### config.mk
export PLATFORM = sky130hd
export DESIGN_NAME = otf_sd_converter_flat
export DESIGN_NICKNAME = d
export VERILOG_FILES = /design/src/rtl/otf_sd_converter_if.sv /design/src/rtl/otf_sd_converter.sv /design/src/flat_wrapper.sv
export SDC_FILE = /design/constraint.sdc
export NUM_CORES = 1
export LEC_CHECK = 0
export BUFFER_PORTS_ARGS = -buffer_cell sky130_fd_sc_hd__buf_2
export CELL_PAD_IN_SITES_DETAIL_PLACEMENT = 0
export CELL_PAD_IN_SITES_GLOBAL_PLACEMENT = 1
export CORE_MARGIN = 2
export CORE_UTILIZATION = 35
export CTS_CLUSTER_DIAMETER = 60
export DETAILED_ROUTE_END_ITERATION = 8
export PLACE_DENSITY = 0.7
export SYNTH_ARGS = -nofsm -noshare
export SYNTH_HDL_FRONTEND = slang
export SYNTH_SLANG_ARGS = --single-unit
### constraint.sdc
create_clock -name clk -period 2.06 [get_ports clk]
set_input_delay 0.412 -clock clk [delete_from_list [all_inputs] [get_ports clk]]
set_output_delay 0.412 -clock clk [all_outputs]
set_load 0.01 [all_outputs]
### src/rtl/otf_sd_converter_if.sv
// Handshake/result bundle between the product digit source and the OTF converter.
// The master drives the digit stream; the converter is the slave.
interface otf_sd_converter_if #(
  parameter int N_DIGITS = 8,
  parameter int CNT_W    = 4
);
  logic                start;
  logic                digit_valid;
  logic [1:0]          digit;
  logic                busy;
  logic [CNT_W-1:0]    digit_cnt;
  logic                done;
  logic                result_valid;
  logic [N_DIGITS:0]   result;
  logic [N_DIGITS:0]   result_m;

  modport master (
    output start, digit_valid, digit,
    input  busy, digit_cnt, done, result_valid, result, result_m
  );

  modport slave (
    input  start, digit_valid, digit,
    output busy, digit_cnt, done, result_valid, result, result_m
  );
endinterface

### src/rtl/otf_sd_converter.sv
// On-the-fly conversion of an MSD-first radix-2 signed-digit stream into
// two's complement: Q and QM = Q-1 are kept so no carry chain is ever needed.
module otf_sd_converter #(
  parameter int N_DIGITS = 8,
  parameter int CNT_W    = 4
) (
  input  logic                      clk,
  input  logic                      rst_n,
  otf_sd_converter_if.slave         bus
);
  localparam int W = N_DIGITS + 1;

  typedef enum logic [1:0] {IDLE, ACCUM, HOLD} state_t;

  state_t           state;
  logic [W-1:0]     q, qm;
  logic [CNT_W-1:0] cnt;
  logic             busy, done, result_valid;

  logic [W-1:0]     src_q, src_qm, nq, nqm;
  logic [CNT_W-1:0] ncnt;
  logic             accept;

  // A start clears the registers first, so a digit arriving with it lands on 0 / -1.
  always_comb begin
    src_q  = bus.start ? '0 : q;
    src_qm = bus.start ? '1 : qm;
    ncnt   = (bus.start ? '0 : cnt) + CNT_W'(1);
    accept = bus.digit_valid && (bus.start || state == ACCUM);
    nq     = {src_q[W-2:0], 1'b0};
    nqm    = {src_qm[W-2:0], 1'b1};
    case (bus.digit)
      2'b10: begin
        nq  = {src_q[W-2:0], 1'b1};
        nqm = {src_q[W-2:0], 1'b0};
      end
      2'b01: begin
        nq  = {src_qm[W-2:0], 1'b1};
        nqm = {src_qm[W-2:0], 1'b0};
      end
      default: ;
    endcase
  end

  always_ff @(posedge clk) begin
    if (!rst_n) begin
      state        <= IDLE;
      q            <= '0;
      qm           <= '1;
      cnt          <= '0;
      busy         <= 1'b0;
      done         <= 1'b0;
      result_valid <= 1'b0;
    end else begin
      done <= 1'b0;
      if (bus.start) begin
        state        <= ACCUM;
        busy         <= 1'b1;
        result_valid <= 1'b0;
        q            <= src_q;
        qm           <= src_qm;
        cnt          <= '0;
      end
      if (accept) begin
        q   <= nq;
        qm  <= nqm;
        cnt <= ncnt;
        if (ncnt == CNT_W'(N_DIGITS)) begin
          state        <= HOLD;
          busy         <= 1'b0;
          done         <= 1'b1;
          result_valid <= 1'b1;
        end
      end
    end
  end

  assign bus.busy         = busy;
  assign bus.digit_cnt    = cnt;
  assign bus.done         = done;
  assign bus.result_valid = result_valid;
  assign bus.result       = q;
  assign bus.result_m     = qm;
endmodule

### src/flat_wrapper.sv
// flat-port wrapper written by rule: the top's interface ports become plain ports
module otf_sd_converter_flat 
#(
  parameter int N_DIGITS = 8,
  parameter int CNT_W    = 4
)
  (clk, rst_n, bus_start, bus_digit_valid, bus_digit, bus_busy, bus_digit_cnt, bus_done, bus_result_valid, bus_result, bus_result_m);
  otf_sd_converter_if #(.N_DIGITS(N_DIGITS), .CNT_W(CNT_W)) bus_i ();
  input  logic clk;
  input  logic rst_n;
  input wire logic [$bits(bus_i.start)-1:0] bus_start;
  input wire logic [$bits(bus_i.digit_valid)-1:0] bus_digit_valid;
  input wire logic [$bits(bus_i.digit)-1:0] bus_digit;
  output wire logic [$bits(bus_i.busy)-1:0] bus_busy;
  output wire logic [$bits(bus_i.digit_cnt)-1:0] bus_digit_cnt;
  output wire logic [$bits(bus_i.done)-1:0] bus_done;
  output wire logic [$bits(bus_i.result_valid)-1:0] bus_result_valid;
  output wire logic [$bits(bus_i.result)-1:0] bus_result;
  output wire logic [$bits(bus_i.result_m)-1:0] bus_result_m;
  assign bus_i.start = bus_start;
  assign bus_i.digit_valid = bus_digit_valid;
  assign bus_i.digit = bus_digit;
  assign bus_busy = bus_i.busy;
  assign bus_digit_cnt = bus_i.digit_cnt;
  assign bus_done = bus_i.done;
  assign bus_result_valid = bus_i.result_valid;
  assign bus_result = bus_i.result;
  assign bus_result_m = bus_i.result_m;
  otf_sd_converter #(.N_DIGITS(N_DIGITS), .CNT_W(CNT_W)) u_core (.clk(clk), .rst_n(rst_n), .bus(bus_i));
endmodule
# Yosys cells after proc, flatten, opt, wreduce, memory -nomap -nowiden
# Cells that the tools add are included.
[totals] reg_bits=27 output_inout_bits=25 in_bits=6 word_cells=36
[classes] n_eq_ne=4 n_mux=20 reduce_logical=4 n_addsub=1
[ops] cell="9-bit two-way mux" n=6
[ops] cell="9-bit one-hot mux with 2 select lines" n=2
[ops] cell="4-bit two-way mux" n=2
[ops] cell="1-bit two-way mux" n=7
[ops] cell="2-bit two-way mux" n=3
[ops] cell="4-bit by 1-bit adder with 4-bit output (second input constant)" n=1
[ops] cell="2-bit by 1-bit == test with 1-bit output (second input constant)" n=2
[ops] cell="4-bit == test (second input constant)" n=1
[ops] cell="2-bit == test (second input constant)" n=1
[ops] cell="2-bit AND reduction" n=1
[ops] cell="2-bit nonzero test" n=1
[ops] cell="1-bit logical AND" n=1
[ops] cell="1-bit logical OR" n=1

# Logic depth before layout (Yosys ltp)
[logic_depth] word_depth=5 depth_mapped=6 depth_no_buf=5

# Least setup slack after synthesis
# Ideal clock, no wire load.
[synth_path] path_type="input -> register" startpoint="in bus_digit[0]" endpoint="reg u_core.qm[2], in the netlist u_core.bus.result_m[2]" setup_time_ns=0.122 arrival_ns=1.511 path_buffers=1 setup_slack_ns=0.427 path_stages=5 required_ns=1.938 path_cell_list="inv_1 > ha_1 > clkbuf_1 > a221o_1 > a221o_1"
[synth_between] elab_chain_cells=3 elab_cells_between_ends=4 classes_between="2 x eq/ne; 2 x mux"
[synth_rtl] item="from (decl)" line_no="flat_wrapper.sv:13" rtl="input wire logic [$bits(bus_i.digit)-1:0] bus_digit;"
[synth_rtl] item="2-bit by 1-bit == test with 1-bit output / 2-bit == test (equally long branches)" line_no="otf_sd_converter.sv:32" rtl="case (bus.digit)"
[synth_rtl] item="9-bit one-hot mux with 2 select lines (*)" line_no="otf_sd_converter.sv:32"
[synth_rtl] item="9-bit two-way mux (*)" line_no="otf_sd_converter.sv:64" rtl="if (accept) begin"
[synth_rtl] item="to (signal assigned)" line_no="otf_sd_converter.sv:61" rtl="qm <= src_qm;"
[synth_rtl] item="to (signal assigned)" line_no="otf_sd_converter.sv:66" rtl="qm <= nqm;"
[synth_rtl] item="to (decl)" line_no="otf_sd_converter.sv:16" rtl="logic [W-1:0] q, qm;"
# Mark *: on every way between the ends. The rest lies on a longest branch, timed or not.
# A chain may end at the register's enable or synchronous reset.

# Final worst setup path
[layout_path] startpoint="reg u_core.state[0]" endpoint="reg u_core.qm[4], in the netlist u_core.bus.result_m[4]"
[layout_between] elab_chain_cells=4 elab_cells_between_ends=5 classes_between="1 x eq/ne; 1 x mux; 3 x reduce/logical"
[layout_rtl] item="from (decl)" line_no="otf_sd_converter.sv:15" rtl="state_t state;"
[layout_rtl] item="from (signal assigned)" line_no="otf_sd_converter.sv:47" rtl="state <= IDLE;"
[layout_rtl] item="from (signal assigned)" line_no="otf_sd_converter.sv:57" rtl="state <= ACCUM;"
[layout_rtl] item="from (signal assigned)" line_no="otf_sd_converter.sv:69" rtl="state <= HOLD;"
[layout_rtl] item="2-bit by 1-bit == test with 1-bit output (*)" line_no="otf_sd_converter.sv:29" rtl="accept = bus.digit_valid && (bus.start || state == ACCUM);"
[layout_rtl] item="1-bit logical OR (*)" line_no="otf_sd_converter.sv:29"
[layout_rtl] item="1-bit logical AND (*)" line_no="otf_sd_converter.sv:29"
[layout_rtl] item="9-bit two-way mux / 2-bit nonzero test (equally long branches)"
# Marks and branches as above.

==> metrics.yaml <==
tightest_slew_ps: 528
leakage_nw: 0.698
fmax_mhz: 639
wl_per_cell_um: 15.7
wl_mm: 3.71
path_class: "reg2reg"
regToRegStartpoint: "u_core.state[0]"
dp_cells: 232
drt-pass1-iter-count: 4
cap_viol_max_count: 0
powerDensity_nw_per_um2: 650
drt-initial-drc-count: 44
drc: 0
area_growth_pct: 16.7
pwr-share-seq: 0.515
ir_drop_mv: 0.231
grt_overflow: 0
clock_sinks: 27
design_area_um2: 1690
ys_types: 41
synth_seq_cells: 27
pin_count: 31
placed_area_um2: 1650
netlist_area_um2: 1450
grt_max_degree: 21
clkSlewWorstSetupHoldPaths_ps: 100
postRouteAntennaNets: 0
fin_tns_setup_ps: 0
hold_violations: 0
nets: 195
ys_async_sr_fraction: 0
yosysSeqAreaShare: 0.373
drive_gt1_frac: 0.285
setup_viol: 0
numPortBuffers: 30
p_sw_mw: 0.317
timing.final.crit_share: 0.760
crit_fanout: 16
root_buffer: "clkbuf_8"
synth.most_common_cell: "dfxtp_1"
synth_cells: 157
hold_buffers: 0
synth.top_cell.area_share: 0.373
ys.flop_type: "dfxtp_1"
critPathLaunch: "u_core.state[0]"
dieArea_um2: 4670
slew_headroom: 0.645
synth_edf_count: 0
slowest_stage: "dfxtp_1"
hp-start: "u_core.bus.result_valid"
cts_resized: 0
core_um2: 4000
syn_nets: 165
fin_skew_ps: 5.39
synth_common_cells: "dfxtp_1 (27), inv_1 (13), a221o_1 (11)"
cp-end-kind: "flop"
instances_no_fill: 236
cts_made_buffers: 3
p_int_mw: 0.782
htreeDepth: 1
hold_class: "reg2reg"
yosys_warnings: 0
cp.required_ps: 2230
cp.arrival_ps: 1740
synth_area_leaders: "dfxtp_1 (37%), a221o_1 (7.6%), o221a_2 (5.4%)"
die_y_um: 68.3
hold_ws_ps: 469
timing.final.crit_period_ps: 1560
cpPeakStageDelay_ps: 370
startpoint_type: "flop"
cts_setup_buffers: 0
rows: 23
cts_buffer_depth: 2
pwr-share-clk: 0.281
dieWidth_um: 68.3
initial_utilization: 0.362
switching_share: 0.289
critical_path.cell_chain: "nor2b_1, buf_4, o21ai_0, a221o_1"
cts_tree: "built"
maxSlewViolCount: 0
grt_pass1_wl_mm: 6.11
antenna_found_initial: 0
viasPerCell: 5.86
synth.largest_area_cell: "dfxtp_1"
place_congestion: 0.832
dp_hpwl_mm: 2.62
insertion_delay_ps: 280
n_antenna_cell: 0
status: "completed"
rsz0062_at_grt: "no"
syn_avg_cell_area_um2: 9.23
grt_usage: 0.172
vias: 1384
first_global_vias: 1284
power_frac_comb: 0.204
critical path: cells and delay by family (launching register included):
kind            cells  cell delay (ps)
compound gates      2              590
buf+inv             1              260
flops               1              370
simple gates        1              240
layout make-up:
| cell class | instances | area (um^2) |
|---|---|---|
| flip-flops and latches | 27 | 541 |
| multi-input cells | 104 | 787 |
| well taps | 50 | 62.6 |
| clock buffers | 4 | 45.0 |
| repair buffers | 37 | 203 |
| fillers | 394 | 2310 |
| inverters | 14 | 52.6 |
path summary, 6_finish.rpt:
check / to / depth (start not counted) / slack [ps]
min reg2reg: u_core.bus.result_valid / 1 / 470
max reg2reg: u_core.bus.result_m[4] / 4 / 500
min: u_core.bus.result_valid / 1 / 470
max: u_core.bus.result_m[4] / 4 / 500
layout by cell type (no fill, tap or decap), drive strengths merged, types with 2 or more instances in the layout:
| master | instances |
|---|---|
| or2 | 7 |
| ha | 2 |
| o21ai | 8 |
| nor2 | 8 |
| nor2b | 4 |
| o211ai | 5 |
| clkbuf | 4 |
| o221a | 7 |
| nand3b | 4 |
| inv | 13 |
| nand2 | 3 |
| a41o | 5 |
| a21oi | 7 |
| a221o | 11 |
| nand2b | 4 |
| a2111oi | 5 |
| o21a | 2 |
| a21o | 2 |
| o221ai | 5 |
| buf | 37 |
| a21boi | 2 |
| dfxtp | 27 |
cell families (layout without fill, tap and decap cells):
family / Yosys count / in the layout / synth area share
compound gates: 66 / 66 / 0.371
simple gates: 35 / 35 / 0.148
flops: 27 / 27 / 0.373
buf+inv: 26 / 55 / 0.0838
fa+ha+maj: 2 / 2 / 0.0173
mux: 1 / 1 / 0.00691
flip-flops by register name, indices dropped and copies added (netlist names):
register	cells
u_core.bus.result	9
u_core.bus.result_m	9
u_core.bus.digit_cnt	4
u_core.state	2
u_core.bus.busy	1
u_core.bus.done	1
u_core.bus.result_valid	1
stage by stage:
stage	total power, mW	setup WS [ps]	utilization
4_1_cts	1.11	493	0.423
6_report	1.10	495	0.423
3_3_place_gp	0.799	253	0.411
3_5_place_dp	0.801	219	0.411
2_1_floorplan	0.732	427	-
5_1_grt	1.15	400	0.423
power groups by stage:
stage / registers [mW] / logic, mW / clock network, mW
floorplan: 0.588 / 0.144 / 0
global placement: 0.577 / 0.222 / 0
detailed placement: 0.578 / 0.223 / 0
CTS: 0.566 / 0.224 / 0.317
global route: 0.570 / 0.248 / 0.336
finish: 0.566 / 0.224 / 0.309
metal layers:
metal  vias to the layer above  wire length [um]  GRT usage  share of wire
li1                        667                 -          -              -
met1                       674              1680      0.237           0.45
met2                        38              1750      0.268           0.47
met3                         5               225     0.0247          0.061
met4                         0                48     0.0700          0.013
met5                         -                 0          0              0
No activity file was read; power rests on OpenSTA's default activity.
